<file path="src/rtl/muldiv_unit.sv">
// rtl/muldiv_unit.sv - iterative HI/LO multiply/divide unit (optional MULDIV_EARLY_OUT_EN zero-operand shortcut)
module muldiv_unit (
    input  logic        clk,
    input  logic        rst_n,
    input  logic        start,
    input  logic [1:0]  op,
    input  logic [31:0] rs_val,
    input  logic [31:0] rt_val,
    input  logic        mf_req,
    input  logic        mf_sel,
    input  logic        mt_we,
    input  logic        mt_sel,
    input  logic [31:0] mt_data,
    output logic [31:0] mf_data,
    output logic        busy,
    output logic        stall,
    output logic        done
);

    localparam logic [1:0] S_IDLE = 2'd0;
    localparam logic [1:0] S_RUN  = 2'd1;
    localparam logic [1:0] S_FIN  = 2'd2;

    logic [1:0]  state;
    logic [4:0]  cnt;
    logic [31:0] hi, lo;
    logic [31:0] a_reg, b_reg;
    logic [63:0] acc;
    logic        is_div, neg_a, neg_b, zero_op;

    logic        rs_neg, rt_neg, launch_zero;
    logic [31:0] rs_abs, rt_abs;

    assign rs_neg      = ~op[0] & rs_val[31];
    assign rt_neg      = ~op[0] & rt_val[31];
    assign rs_abs      = rs_neg ? -rs_val : rs_val;
    assign rt_abs      = rt_neg ? -rt_val : rt_val;
    assign launch_zero = op[1] ? (rt_val == 32'd0) : ((rs_val == 32'd0) || (rt_val == 32'd0));

    // Multiply: acc = {partial product, remaining multiplier bits}, shifted right each step.
    logic [32:0] mul_sum;
    logic [64:0] mul_shift;
    assign mul_sum   = {1'b0, acc[63:32]} + (acc[0] ? {1'b0, a_reg} : 33'd0);
    assign mul_shift = {mul_sum, acc[31:0]} >> 1;

    // Divide: acc = {remainder, dividend/quotient bits}, restoring subtract after left shift.
    logic [64:0] div_sh;
    logic [32:0] div_trial;
    logic [63:0] div_next;
    assign div_sh    = {acc, 1'b0};
    assign div_trial = div_sh[64:32] - {1'b0, b_reg};
    assign div_next  = div_trial[32] ? div_sh[63:0] : {div_trial[31:0], div_sh[31:1], 1'b1};

    logic [63:0] prod;
    logic [31:0] quot, rem, res_hi, res_lo;
    assign prod = (neg_a ^ neg_b) ? -acc : acc;
    assign quot = (neg_a ^ neg_b) ? -acc[31:0] : acc[31:0];
    assign rem  = neg_a ? -acc[63:32] : acc[63:32];

    always_comb begin
        res_hi = prod[63:32];
        res_lo = prod[31:0];
        if (is_div) begin
            // a_reg keeps the raw dividend for divides so divide-by-zero can return it.
            res_hi = zero_op ? a_reg : rem;
            res_lo = zero_op ? 32'hFFFF_FFFF : quot;
        end
    end

    assign busy    = (state != S_IDLE);
    assign stall   = busy & (start | mf_req | mt_we);
    assign mf_data = mf_sel ? lo : hi;

    always_ff @(posedge clk or negedge rst_n) begin
        if (!rst_n) begin
            state   <= S_IDLE;
            cnt     <= 5'd0;
            hi      <= 32'd0;
            lo      <= 32'd0;
            a_reg   <= 32'd0;
            b_reg   <= 32'd0;
            acc     <= 64'd0;
            is_div  <= 1'b0;
            neg_a   <= 1'b0;
            neg_b   <= 1'b0;
            zero_op <= 1'b0;
            done    <= 1'b0;
        end else begin
            done <= 1'b0;
            case (state)
                S_IDLE: begin
                    if (start) begin
                        is_div  <= op[1];
                        neg_a   <= rs_neg;
                        neg_b   <= rt_neg;
                        zero_op <= launch_zero;
                        cnt     <= 5'd0;
                        a_reg   <= op[1] ? rs_val : rs_abs;
                        b_reg   <= rt_abs;
                        acc     <= op[1] ? {32'd0, rs_abs} : {32'd0, rt_abs};
`ifdef MULDIV_EARLY_OUT_EN
                        state   <= launch_zero ? S_FIN : S_RUN;
                        if (launch_zero && !op[1])
                            acc <= 64'd0;
`else
                        state   <= S_RUN;
`endif
                    end else if (mt_we) begin
                        if (mt_sel)
                            lo <= mt_data;
                        else
                            hi <= mt_data;
                    end
                end
                S_RUN: begin
                    acc <= is_div ? div_next : mul_shift[63:0];
                    cnt <= cnt + 5'd1;
                    if (cnt == 5'd31)
                        state <= S_FIN;
                end
                S_FIN: begin
                    hi    <= res_hi;
                    lo    <= res_lo;
                    done  <= 1'b1;
                    state <= S_IDLE;
                end
                default: state <= S_IDLE;
            endcase
        end
    end

endmodule

</file>
<file path="config.mk">
export PLATFORM = sky130hd
export DESIGN_NAME = muldiv_unit
export DESIGN_NICKNAME = d
export VERILOG_FILES = /design/src/rtl/muldiv_unit.sv
export SDC_FILE = /design/constraint.sdc
export NUM_CORES = 1
export LEC_CHECK = 0
export ABC_AREA = 1
export CAP_MARGIN = 20
export CELL_PAD_IN_SITES_DETAIL_PLACEMENT = 1
export CELL_PAD_IN_SITES_GLOBAL_PLACEMENT = 2
export CORE_ASPECT_RATIO = 1.75
export CORE_MARGIN = 1.5
export CORE_UTILIZATION = 35
export CTS_CLUSTER_SIZE = 24
export DETAILED_ROUTE_END_ITERATION = 16
export PLACE_DENSITY_LB_ADDON = 0.1
export SLEW_MARGIN = 25
export SYNTH_ARGS = -nofsm -noshare
export SYNTH_HDL_FRONTEND = slang
export SYNTH_SLANG_ARGS = --single-unit
</file>
<file path="constraint.sdc">
create_clock -name clk -period 4.2 [get_ports clk]
set_input_delay 0.84 -clock clk [delete_from_list [all_inputs] [get_ports clk]]
set_output_delay 0.84 -clock clk [all_outputs]
set_load 0.02 [all_outputs]
</file>
==> impl.org <==
** Power
- Leakage power of the design :: approximately 12 nW
- The internal portion of the total power is just over 9 mW.
- Power density normalized to cell area :: about 960 nW/µm²
- Psw :: 13.5 mW
- In this run switching power makes up 59.2% of total power.
- Gate power share :: 71.5%
- Of the total power, registers draw between 10% and 20%.
- Clock network fraction of total power :: roughly 9.7%
- IR analysis of the VDD net gives a maximum drop of about 0.50 mV.
- Total power :: between 20 and 25 mW

** Route
- Routed vias :: between 20k and 25k
- Post-Route WL :: 109000 µm
- Count of nets left with antenna violations after detail routing :: 0
- The pre-antenna-repair detailed-routing pass consisted of 5 iterations.
- Vias per Instance :: roughly 5.5
- Routed wirelength normalized by instance count :: around 25 µm
- The first routing iteration left approximately 1.3k violations.
- Remaining design rule violation count :: 0

** Logic synthesis
- Share of synthesized flip-flops with an asynchronous set or reset :: 100%
- Number of storage elements in the synthesis netlist :: between 200 and 250
- Commonest register cell after synthesis :: sky130_fd_sc_hd__dfrtp_1
- Avg Inst Size Synth :: just under 6 µm²
- By area the synthesized netlist is led by sky130_fd_sc_hd__dfrtp_1, sky130_fd_sc_hd__nand2_1, sky130_fd_sc_hd__inv_1.
- Cell type with the highest aggregate area in the netlist :: sky130_fd_sc_hd__dfrtp_1
- Area of the mapped netlist :: slightly above 20000 µm²
- Seq/Total Area, Yosys :: 24.6%
- For this run, the number of Yosys warnings is 0.
- The synthesized design contains 0 enable-type register cells.
- After synthesis, the largest area contributor takes up 24.6% of total cell area.
- Most numerous cell types in the synthesized netlist :: sky130_fd_sc_hd__nand2_1, sky130_fd_sc_hd__inv_1, sky130_fd_sc_hd__nor2_1, sky130_fd_sc_hd__nand3_1, sky130_fd_sc_hd__a21oi_1
- Most common cell in the netlist :: sky130_fd_sc_hd__nand2_1
- Counting every instance in the synthesized netlist gives roughly 3.5k.
- Net Count, Synth :: ~3.7k
- Cell variety after synth :: 51

** Setup path
- Maximum fanout along the worst path :: 40
- Largest delay share family, worst path :: buffers and inverters
- Startpoint-to-endpoint class of the critical path :: in2out
- The largest single stage delay on the critical path is about 0.55 ns.
- Highest-delay cell along the critical path :: sky130_fd_sc_hd__clkdlybuf4s50_1
- Launch point of the critical path :: mf_sel
- Kind of start point of the critical path :: input port
- The worst register-to-register path ends at acc[0].
- Counting buffers and inverters, the worst setup path is 4 cells deep.
- Reg2Reg Launch Point :: acc[31]
- By instance count, the cell type seen most on the critical path is sky130_fd_sc_hd__clkdlybuf4s50_1.
- End of the critical path :: mf_data[30]
- At the worst endpoint, the arrival time is around 2.7 ns.
- STA classifies the critical path endpoint as an output pin.
- Worst-case reg-to-reg path depth :: 16
- The setup check on the worst reg-to-reg path leaves a slack of ~0.8 ns.
- Traced cell by cell, the critical path runs through clkdlybuf4s50_1, buf_4, mux2_2, clkdlybuf4s50_1.
- Critical path buffer and inverter count :: 3
- Required time of the critical path :: around 3.4 ns

** Clock network
- In this run, post-CTS hold repair placed 0 buffers.
- Quantity of gates resized following cts :: 0
- Clock sink count :: 204
- Depth of the CTS H-tree :: 1
- The root buffer cell chosen for the clock tree is sky130_fd_sc_hd__clkbuf_16.
- TritonCTS clock tree :: yes
- The longest clock path from root to sink contains 3 buffers.
- Once the clock tree was built, the setup fixing pass inserted 0 buffers.
- Register clock-pin slew on the reported worst setup and hold paths :: 0.06 ns
- Total clock buffers created by CTS :: 23
- For the worst-skew pair, the clock arrives at the later sink with an insertion delay of between 0.5 and 0.6 ns.

** Placed design
- Number of cells after detailed placement :: approximately 4.4k
- Once placement finished, the instance area stood at between 20000 and 25000 µm².
- During placement, the flow inserted port buffers numbering between 100 and 150.
- Final weighted congestion of routability-driven global placement :: slightly below 1
- Worst slack at placement :: 0.652 ns
- After legalization and detailed placement, the total HPWL measured 90400 µm.

** GRT
- In the global route stage, overall resource usage came out at between 30% and 40%.
- The number of global-route vias before repair came to between 20k and 30k.
- Maximum number of pins on one net before global-route repair :: just under 100
- The first global-routing pass estimated 161000 µm of wire.
- Antenna violations before repair :: 0
- After global routing the overflow that remains totals 0.

** Timing
- Pins over their slew limit :: 0
- Measured against its own limit, the worst slew margin works out to a little over a quarter.
- Final WS setup :: 0.671 ns
- The number of endpoints with negative hold slack in the final report was 0.
- At the pin with the least slew margin, the transition time is 1.09 ns.
- Setup violations remaining at the end of the flow were counted as 0.
- Based on the critical path, the design can be clocked at up to 0.283 GHz.
- Clock skew on the completed layout was measured at approximately 0.029 ns.
- Hold Worst Slack :: 0.311 ns
- Final critical-path required period :: 3.53 ns
- In the finished design, the share of the clock period the worst path needs comes to a little over four fifths.
- Unrepaired setup endpoints after global routing :: no
- Setup total negative slack :: 0 ns

** Layout
- Core Util, Final :: 40.6%
- Once layout is complete, the cells apart from fillers number around 4.4k.
- Cells with a size suffix above 1 make up under 10% of the layout.
- Ant. Diodes :: 0
- Largest register FFs :: 64
- Relative to the synthesized area, the layout overhead comes to 14.5%.
- Layout net count :: 3795
- More flip-flops sit in one register than any other, and that register is acc.
- Finished Cell Area :: ~24000 µm²

** Run status
- The flow ran to the end, and the final reports show no timing, DRC or antenna violations.

** Job
- MaxCap Viol Count :: 0

** Min path
- The worst hold path belongs to the class in2async.

** Die
- Area of the core :: just under 60000 µm²
- Chip Width :: around 190 µm
- Die area :: a little over 60000 µm²
- Number of top-level pins :: 140
- The floorplan has roughly 120 rows.
- Initial cell density of the core :: between 30 and 40%
- Measured along the y axis, the die boundary spans 325 µm.
cell usage in the layout, fill, tap and decap left out, types with 20 or more instances in the layout:
cell                              Yosys  layout
sky130_fd_sc_hd__ha_1                70      70
sky130_fd_sc_hd__nand3_1            318     318
sky130_fd_sc_hd__o221ai_1            23      23
sky130_fd_sc_hd__inv_1              467     467
sky130_fd_sc_hd__o211ai_1            22      22
sky130_fd_sc_hd__buf_4                2      50
sky130_fd_sc_hd__nor2_1             391     389
sky130_fd_sc_hd__mux2_2              24      24
sky130_fd_sc_hd__dfrtp_1            204     203
sky130_fd_sc_hd__clkbuf_16            0      23
sky130_fd_sc_hd__nor3_1              34      34
sky130_fd_sc_hd__nand2_1           1120    1120
sky130_fd_sc_hd__clkdlybuf4s50_1      0     138
sky130_fd_sc_hd__xor2_1              62      62
sky130_fd_sc_hd__a21oi_1            243     242
sky130_fd_sc_hd__o21ai_0            199     199
sky130_fd_sc_hd__nand4_1             48      48
sky130_fd_sc_hd__a22oi_1             20      20
layer usage:
metal / GRT usage [%] / vias to the layer above / wire length (µm) / part of all wire (%)
met2: 65.9 / 622 / 56700 / 52
met3: 2.87 / 291 / 3020 / 2.8
met1: 35.0 / 11900 / 37800 / 35
li1: - / 11500 / - / -
met4: 30.4 / 0 / 11000 / 10
met5: 0 / - / 0 / 0
how the worst min path moves through the flow:
stage | startpoint | endpoint
floorplan | lo[27] | lo[27]
global placement | b_reg[12] | b_reg[12]
detailed placement | b_reg[12] | b_reg[12]
CTS | rst_n | hi[19]
global route | rst_n | hi[19]
finish | rst_n | hi[19]
final cells by class:
cell class,count,area (µm²)
timing repair buffer,191,1810
fill,7930,34700
sequential,204,5110
inverter,476,1790
tap,773,967
clock inverter,9,120
clock buffer,33,663
multi-input combinational,2722,13300
power groups by stage:
| stage | Sequential [mW] | Combinational, mW | Clock (mW) |
|---|---|---|---|
| after CTS | 4.28 | 16.2 | 2.24 |
| after floorplan | 3.65 | 10.7 | 0 |
| after global placement | 4.28 | 15.7 | 0 |
| final | 4.30 | 16.3 | 2.20 |
| after detailed placement | 4.32 | 16.2 | 0 |
| after global routing | 4.39 | 18.0 | 2.30 |
logic make-up (layout without fill, tap and decap cells):
logic type	Yosys count	in the layout	synth area share, %
adders and majority gates	72	72	4.42
AOI/OAI and AO/OA	566	566	15.2
buffers and inverters	608	709	11.5
and+or+nand+nor	1988	1988	39.9
muxes	24	24	1.30
xor gates and xnor gates	72	72	3.04
DFF	204	204	24.6
(Power assumes the default switching activity.)
